`src/rtl/epsilon_feeder_if.sv`:
```
`default_nettype none
// ============================================================================
// Module   : epsilon_feeder_if
// Brief    : Byte handshake between an entropy source and epsilon_feeder.
// Revision : 1.0 - initial release
// ============================================================================
interface epsilon_feeder_if;
    logic [7:0] byte_dat;
    logic       byte_vld;
    logic       byte_rdy;

    modport master (
        output byte_dat,
        output byte_vld,
        input  byte_rdy
    );

    modport slave (
        input  byte_dat,
        input  byte_vld,
        output byte_rdy
    );
endinterface
`default_nettype wire

```
`src/rtl/epsilon_feeder.sv`:
```
`default_nettype none
// ============================================================================
// Module   : epsilon_feeder
// Brief    : Buffers entropy bytes and serializes them MSB-first, one bit per
//            slot of SLOT_CYCLES clocks, for a downstream monobit test.
// Revision : 1.0 - initial release
// ============================================================================
module epsilon_feeder #(
    parameter int SLOT_CYCLES = 5,
    parameter int BLOCK_BITS  = 128
) (
    input  wire logic         clk,
    input  wire logic         rst_n,
    epsilon_feeder_if.slave   byte_if,
    output logic              epsilon_rsc_dat,
    output logic              slot,
    output logic              blk_start,
    output logic [7:0]        underrun_cnt
);

    localparam int                 PHASE_W    = (SLOT_CYCLES > 1) ? $clog2(SLOT_CYCLES) : 1;
    localparam int                 IDX_W      = (BLOCK_BITS > 1) ? $clog2(BLOCK_BITS) : 1;
    localparam logic [PHASE_W-1:0] PHASE_LAST = PHASE_W'(SLOT_CYCLES - 1);
    localparam logic [1:0]         FIFO_DEPTH = 2'd2;
    localparam logic [3:0]         BYTE_BITS  = 4'd8;
    localparam logic [7:0]         UNDER_MAX  = 8'hFF;

    logic [PHASE_W-1:0] phase_q,      phase_d;
    logic [IDX_W-1:0]   slot_idx_q,   slot_idx_d;
    logic [1:0][7:0]    fifo_mem_q,   fifo_mem_d;
    logic               fifo_wr_ptr_q, fifo_wr_ptr_d;
    logic               fifo_rd_ptr_q, fifo_rd_ptr_d;
    logic [1:0]         fifo_cnt_q,   fifo_cnt_d;
    logic [7:0]         shift_q,      shift_d;
    logic [3:0]         bit_cnt_q,    bit_cnt_d;
    logic [7:0]         underrun_q,   underrun_d;

    logic w_slot;
    logic w_rdy;
    logic w_push;
    logic w_pop;
    logic w_fifo_empty;
    logic w_ser_empty;
    logic w_last_bit;
    logic w_shift;
    logic w_underrun;

    // Handshake and serializer control decoded from current state.
    always_comb begin
        w_slot       = (phase_q == '0);
        w_fifo_empty = (fifo_cnt_q == 2'd0);
        w_ser_empty  = (bit_cnt_q == 4'd0);
        // rdy is gated by rst_n so it drops asynchronously with the reset.
        w_rdy        = rst_n && (fifo_cnt_q != FIFO_DEPTH);
        w_push       = byte_if.byte_vld && w_rdy;
        w_last_bit   = w_slot && (bit_cnt_q == 4'd1);
        // Refill without a gap when the last bit leaves on this slot edge.
        w_pop        = (w_ser_empty || w_last_bit) && !w_fifo_empty;
        w_shift      = w_slot && !w_ser_empty;
        w_underrun   = w_slot && w_ser_empty;
    end

    // Slot timing: phase divider and block position.
    always_comb begin
        phase_d    = (phase_q == PHASE_LAST) ? '0 : phase_q + 1'b1;
        slot_idx_d = w_slot ? slot_idx_q + 1'b1 : slot_idx_q;
    end

    // Two-entry FIFO; a pop never sees the byte pushed on the same edge.
    always_comb begin
        fifo_mem_d    = fifo_mem_q;
        fifo_wr_ptr_d = fifo_wr_ptr_q ^ w_push;
        fifo_rd_ptr_d = fifo_rd_ptr_q ^ w_pop;
        fifo_cnt_d    = fifo_cnt_q;
        if (w_push) begin
            fifo_mem_d[fifo_wr_ptr_q] = byte_if.byte_dat;
        end
        case ({w_push, w_pop})
            2'b10:   fifo_cnt_d = fifo_cnt_q + 2'd1;
            2'b01:   fifo_cnt_d = fifo_cnt_q - 2'd1;
            default: fifo_cnt_d = fifo_cnt_q;
        endcase
    end

    // Serializer and underrun bookkeeping.
    always_comb begin
        shift_d    = shift_q;
        bit_cnt_d  = bit_cnt_q;
        underrun_d = underrun_q;
        if (w_pop) begin
            shift_d   = fifo_mem_q[fifo_rd_ptr_q];
            bit_cnt_d = BYTE_BITS;
        end else if (w_shift) begin
            shift_d   = {shift_q[6:0], 1'b0};
            bit_cnt_d = bit_cnt_q - 4'd1;
        end
        if (w_underrun && (underrun_q != UNDER_MAX)) begin
            underrun_d = underrun_q + 8'd1;
        end
    end

    always_ff @(posedge clk or negedge rst_n) begin
        if (!rst_n) begin
            phase_q       <= '0;
            slot_idx_q    <= '0;
            fifo_mem_q    <= '0;
            fifo_wr_ptr_q <= 1'b0;
            fifo_rd_ptr_q <= 1'b0;
            fifo_cnt_q    <= 2'd0;
            shift_q       <= 8'd0;
            bit_cnt_q     <= 4'd0;
            underrun_q    <= 8'd0;
        end else begin
            phase_q       <= phase_d;
            slot_idx_q    <= slot_idx_d;
            fifo_mem_q    <= fifo_mem_d;
            fifo_wr_ptr_q <= fifo_wr_ptr_d;
            fifo_rd_ptr_q <= fifo_rd_ptr_d;
            fifo_cnt_q    <= fifo_cnt_d;
            shift_q       <= shift_d;
            bit_cnt_q     <= bit_cnt_d;
            underrun_q    <= underrun_d;
        end
    end

    // Outputs are forced low while reset is held.
    always_comb begin
        byte_if.byte_rdy = w_rdy;
        epsilon_rsc_dat  = !w_ser_empty && shift_q[7];
        slot             = rst_n && w_slot;
        blk_start        = rst_n && w_slot && (slot_idx_q == '0);
        underrun_cnt     = underrun_q;
    end

endmodule
`default_nettype wire

```
`src/flat_wrapper.sv`:
```
// flat-port wrapper written by rule: the top's interface ports become plain ports
module epsilon_feeder_flat 
#(
    parameter int SLOT_CYCLES = 5,
    parameter int BLOCK_BITS  = 128
)
  (clk, rst_n, epsilon_rsc_dat, slot, blk_start, underrun_cnt, byte_if_byte_dat, byte_if_byte_vld, byte_if_byte_rdy);
  epsilon_feeder_if byte_if_i ();
  input  wire logic clk;
  input  wire logic rst_n;
  output logic epsilon_rsc_dat;
  output logic slot;
  output logic blk_start;
  output logic [7:0] underrun_cnt;
  input wire logic [$bits(byte_if_i.byte_dat)-1:0] byte_if_byte_dat;
  input wire logic [$bits(byte_if_i.byte_vld)-1:0] byte_if_byte_vld;
  output wire logic [$bits(byte_if_i.byte_rdy)-1:0] byte_if_byte_rdy;
  assign byte_if_i.byte_dat = byte_if_byte_dat;
  assign byte_if_i.byte_vld = byte_if_byte_vld;
  assign byte_if_byte_rdy = byte_if_i.byte_rdy;
  epsilon_feeder #(.SLOT_CYCLES(SLOT_CYCLES), .BLOCK_BITS(BLOCK_BITS)) u_core (.clk(clk), .rst_n(rst_n), .byte_if(byte_if_i), .epsilon_rsc_dat(epsilon_rsc_dat), .slot(slot), .blk_start(blk_start), .underrun_cnt(underrun_cnt));
endmodule
```
`config.mk`:
```
export PLATFORM = sky130hd
export DESIGN_NAME = epsilon_feeder_flat
export DESIGN_NICKNAME = d
export VERILOG_FILES = /design/src/rtl/epsilon_feeder_if.sv /design/src/rtl/epsilon_feeder.sv /design/src/flat_wrapper.sv
export SDC_FILE = /design/constraint.sdc
export NUM_CORES = 1
export LEC_CHECK = 0
export ABC_AREA = 1
export CORE_UTILIZATION = 38
export CTS_BUF_LIST = sky130_fd_sc_hd__clkbuf_8
export CTS_CLUSTER_SIZE = 16
export DETAILED_ROUTE_END_ITERATION = 6
export SLEW_MARGIN = 10
export SYNTH_ARGS = -nofsm -noshare
export SYNTH_HDL_FRONTEND = slang
export SYNTH_SLANG_ARGS = --single-unit
```
`constraint.sdc`:
```
create_clock -name clk -period 1.6 [get_ports clk]
set_input_delay 0.32 -clock clk [delete_from_list [all_inputs] [get_ports clk]]
set_output_delay 0.32 -clock clk [all_outputs]
set_load 0.02 [all_outputs]
```
==> qor.csv <==
metric;value;unit
grt-ovfl-total;0;
clock_skew;0.00494;ns
dp_cells;448;
timing.rr.start;u_core.bit_cnt_q[1]$_DFFE_PN0P_;
gp_congestion;0.744;
final_core_util;50.8;%
fin_crit_sh;102;%
core;0.00683;sq mm
htree_num_levels;2;
status;finished with violations;
initial_utilization;39.4;%
setup_viol;1;
cts_inserted_buffers;5;
drtIter0Drc;83;
vias;2076;
ioPinCount;23;
syn_nets;328;
vias_per_cell;4.52;
antenna_found_initial;0;
layout_setup_ws;-0.0333;ns
avgSynthCellArea;8.76;sq um
grt_max_degree;51;
grt_use_total;15.4;%
grt_pass1_vias;1996;
startpoint;u_core.slot_idx_q[1]$_DFFE_PN0N_;
cp_data_required_time;1.28;ns
power;4.89;mW
cts_sinks;50;
max_cap_viol_count;0;
die_y;86.1;um
cts_tree;built;
startpoint_type;flip-flop;
clkLatencyLatePin;0.30;ns
grt_pass1_wl;8900;um
syn_area;0.00269;sq mm
final_cells;459;
syn_inst;307;
io_buffers;22;
drive_gt1_share;29.5;%
maxSlewViolCount;0;
hp-class;in2async;
firstDrtPassIters;4;
ys_types;31;
dpl.hpwl;3560;um
clk_pin_slew;0.09;ns
drc_errors;0;
ys_ff_latch;50;
clockBufferDepth;2;
area_growth;29.0;%
seq_area_frac_synth;46.5;%
ant_nets;0;
ir_drop;710;uV
end_kind;output pin;
hold_viol;0;
rows;30;
worstSetupPathType;reg2out;
wire_per_inst;11.2;um
ys_warn_count;0;
grt_setup_unrepaired;true;
nets;383;
worstPathArrival;1.31;ns
antenna_cells;0;
power.density;1410;mW/mm^2
violations;negative setup slack;
slew_headroom;55.7;%
die-width;86.1;um
final.min_clock_period;1.63;ns
power.leakage;1.67;nW
tightest_slew;0.665;ns
path_max_fanout;2;
fmax;0.612;GHz
wl;5120;um
root_buffer;clkbuf_8;
dieArea;0.00742;sq mm
[metrics by stage]
| stage | hold WS (ns) | setup TNS (ns) | setup WS (ns) | cell area, sq um |
|---|---|---|---|---|
| 6_report | 0.151 | -0.0333 | -0.0333 | 3470 |
| 5_1_grt | 0.224 | -0.201 | -0.134 | 3470 |
| 4_1_cts | 0.214 | -0.0597 | -0.0384 | 3360 |
| 3_5_place_dp | 0.488 | -3.72 | -0.261 | 3230 |
| 3_3_place_gp | 0.484 | -3.12 | -0.199 | 3230 |
| 2_1_floorplan | 0.0244 | -0.0147 | -0.0147 | 2720 |
[power breakdown]
part	internal, mW	switching, mW	total, mW	leakage, nW
clock	0.461	0.431	0.892	0.0579
combinational	0.961	1.02	1.98	0.990
sequential	1.69	0.334	2.02	0.624
[routing by layer]
layer / vias up / GRT usage [%] / share of wire, %
met2: 18 / 25.2 / 49
met1: 984 / 20.3 / 48
met4: 0 / 5.00 / 1.1
met3: 4 / 3.27 / 2.2
met5: - / 0 / 0
li1: 1070 / - / -
[sequential cells by signal, indices dropped and copies added, names as in the netlist]
name,cells
u_core.shift_q,8
u_core.fifo_rd_ptr_q,1
u_core.slot_idx_q,7
u_core.bit_cnt_q,4
u_core.fifo_mem_q,16
u_core.fifo_cnt_q,2
u_core.underrun_cnt,8
u_core.fifo_wr_ptr_q,1
u_core.phase_q,3
[critical path, stage by stage, from the launching register on]
cell	delay, ns
dfrtp_1	0.40
inv_2	0.08
ha_4	0.13
nand3_2	0.07
nor3_2	0.17
buf_4	0.17
[placed cells by master, fill, tap and decap left out, types with 2 or more instances in the layout]
cell | netlist | layout
a21oi_1 | 4 | 2
a21oi_2 | 1 | 2
buf_4 | 0 | 31
buf_6 | 2 | 4
clkbuf_8 | 0 | 5
clkdlybuf4s50_1 | 0 | 9
clkinv_2 | 0 | 2
dfrtp_1 | 50 | 50
dlygate4sd2_1 | 0 | 8
ha_1 | 10 | 4
ha_4 | 0 | 6
inv_1 | 37 | 28
inv_2 | 4 | 10
inv_4 | 1 | 4
mux2_2 | 8 | 8
nand2_1 | 83 | 82
nand2_4 | 6 | 6
nand3_1 | 23 | 22
nand3_2 | 9 | 9
nand3b_1 | 3 | 3
nor2_1 | 18 | 16
nor2_2 | 3 | 5
nor3_2 | 1 | 3
o21ai_0 | 20 | 19
o21ai_1 | 1 | 2
xnor2_1 | 4 | 4
xor2_1 | 6 | 6
[final timing paths]
| path | to | slack, ns | depth (start not counted) |
|---|---|---|---|
| worst max-delay path | blk_start | -0.03 | 5 |
| worst min-delay path | u_core.bit_cnt_q[2]$_DFFE_PN0P_ | 0.15 | 2 |
| worst max register to register | u_core.fifo_cnt_q[1]$_DFFE_PN0P_ | 0.02 | 10 |
| worst min register to register | u_core.fifo_mem_q[8]$_DFFE_PN0P_ | 0.51 | 1 |
| max in group asynchronous | u_core.shift_q[0]$_DFFE_PN0P_ | 0.98 | 2 |
| min in group clk | u_core.fifo_mem_q[8]$_DFFE_PN0P_ | 0.51 | 1 |
[final cells by class]
class | instances | area [sq um]
Clock buffer | 5 | 68.8
Timing Repair Buffer | 55 | 468
Tap cell | 96 | 120
Inverter | 42 | 168
Sequential cell | 50 | 1250
Clock inverter | 3 | 40.0
Multi-Input combinational cell | 208 | 1360
Fill cell | 687 | 3360
[Yosys cell counts]
cell type / count / area [sq um]
nor3_1: 2 / 10.0
nor3_2: 1 / 10.0
xnor2_1: 4 / 35.0
nand2_2: 1 / 6.26
nand3_2: 9 / 90.1
xnor2_2: 1 / 16.3
nand3_1: 23 / 115
a21oi_1: 4 / 20.0
buf_12: 1 / 20.0
nand2_1: 83 / 312
buf_2: 3 / 15.0
inv_4: 1 / 6.26
nor2_4: 1 / 11.3
ha_1: 10 / 125
inv_2: 4 / 15.0
nand3b_1: 3 / 22.5
nand2_4: 6 / 67.6
a21boi_0: 1 / 7.51
xor2_1: 6 / 52.6
o21ai_0: 20 / 100
clkbuf_1: 1 / 3.75
nor2_8: 1 / 20.0
inv_1: 37 / 139
o21ai_1: 1 / 5.00
mux2_2: 8 / 90.1
buf_6: 2 / 22.5
a21oi_2: 1 / 8.76
dfrtp_1: 50 / 1250
nor2_2: 3 / 18.8
nand4_1: 1 / 6.26
nor2_1: 18 / 67.6
[logic make-up after synthesis]
group | share of synthesized area, %
compound gates | 5.26
buf+inv | 8.23
xor+xnor | 3.86
flops | 46.5
simple gates | 28.1
mux | 3.35
fa+ha+maj | 4.65
[repair_timing]
item / in CTS / in global routing
endpoints found under the setup margin: 22 / 36
pin swaps: 0 / 9
gates resized for setup: 34 / 26
gates cloned: 0 / 0
hold buffers: 0 / 0
setup buffers: 2 / 1
Power figures use the tool's default switching activity.
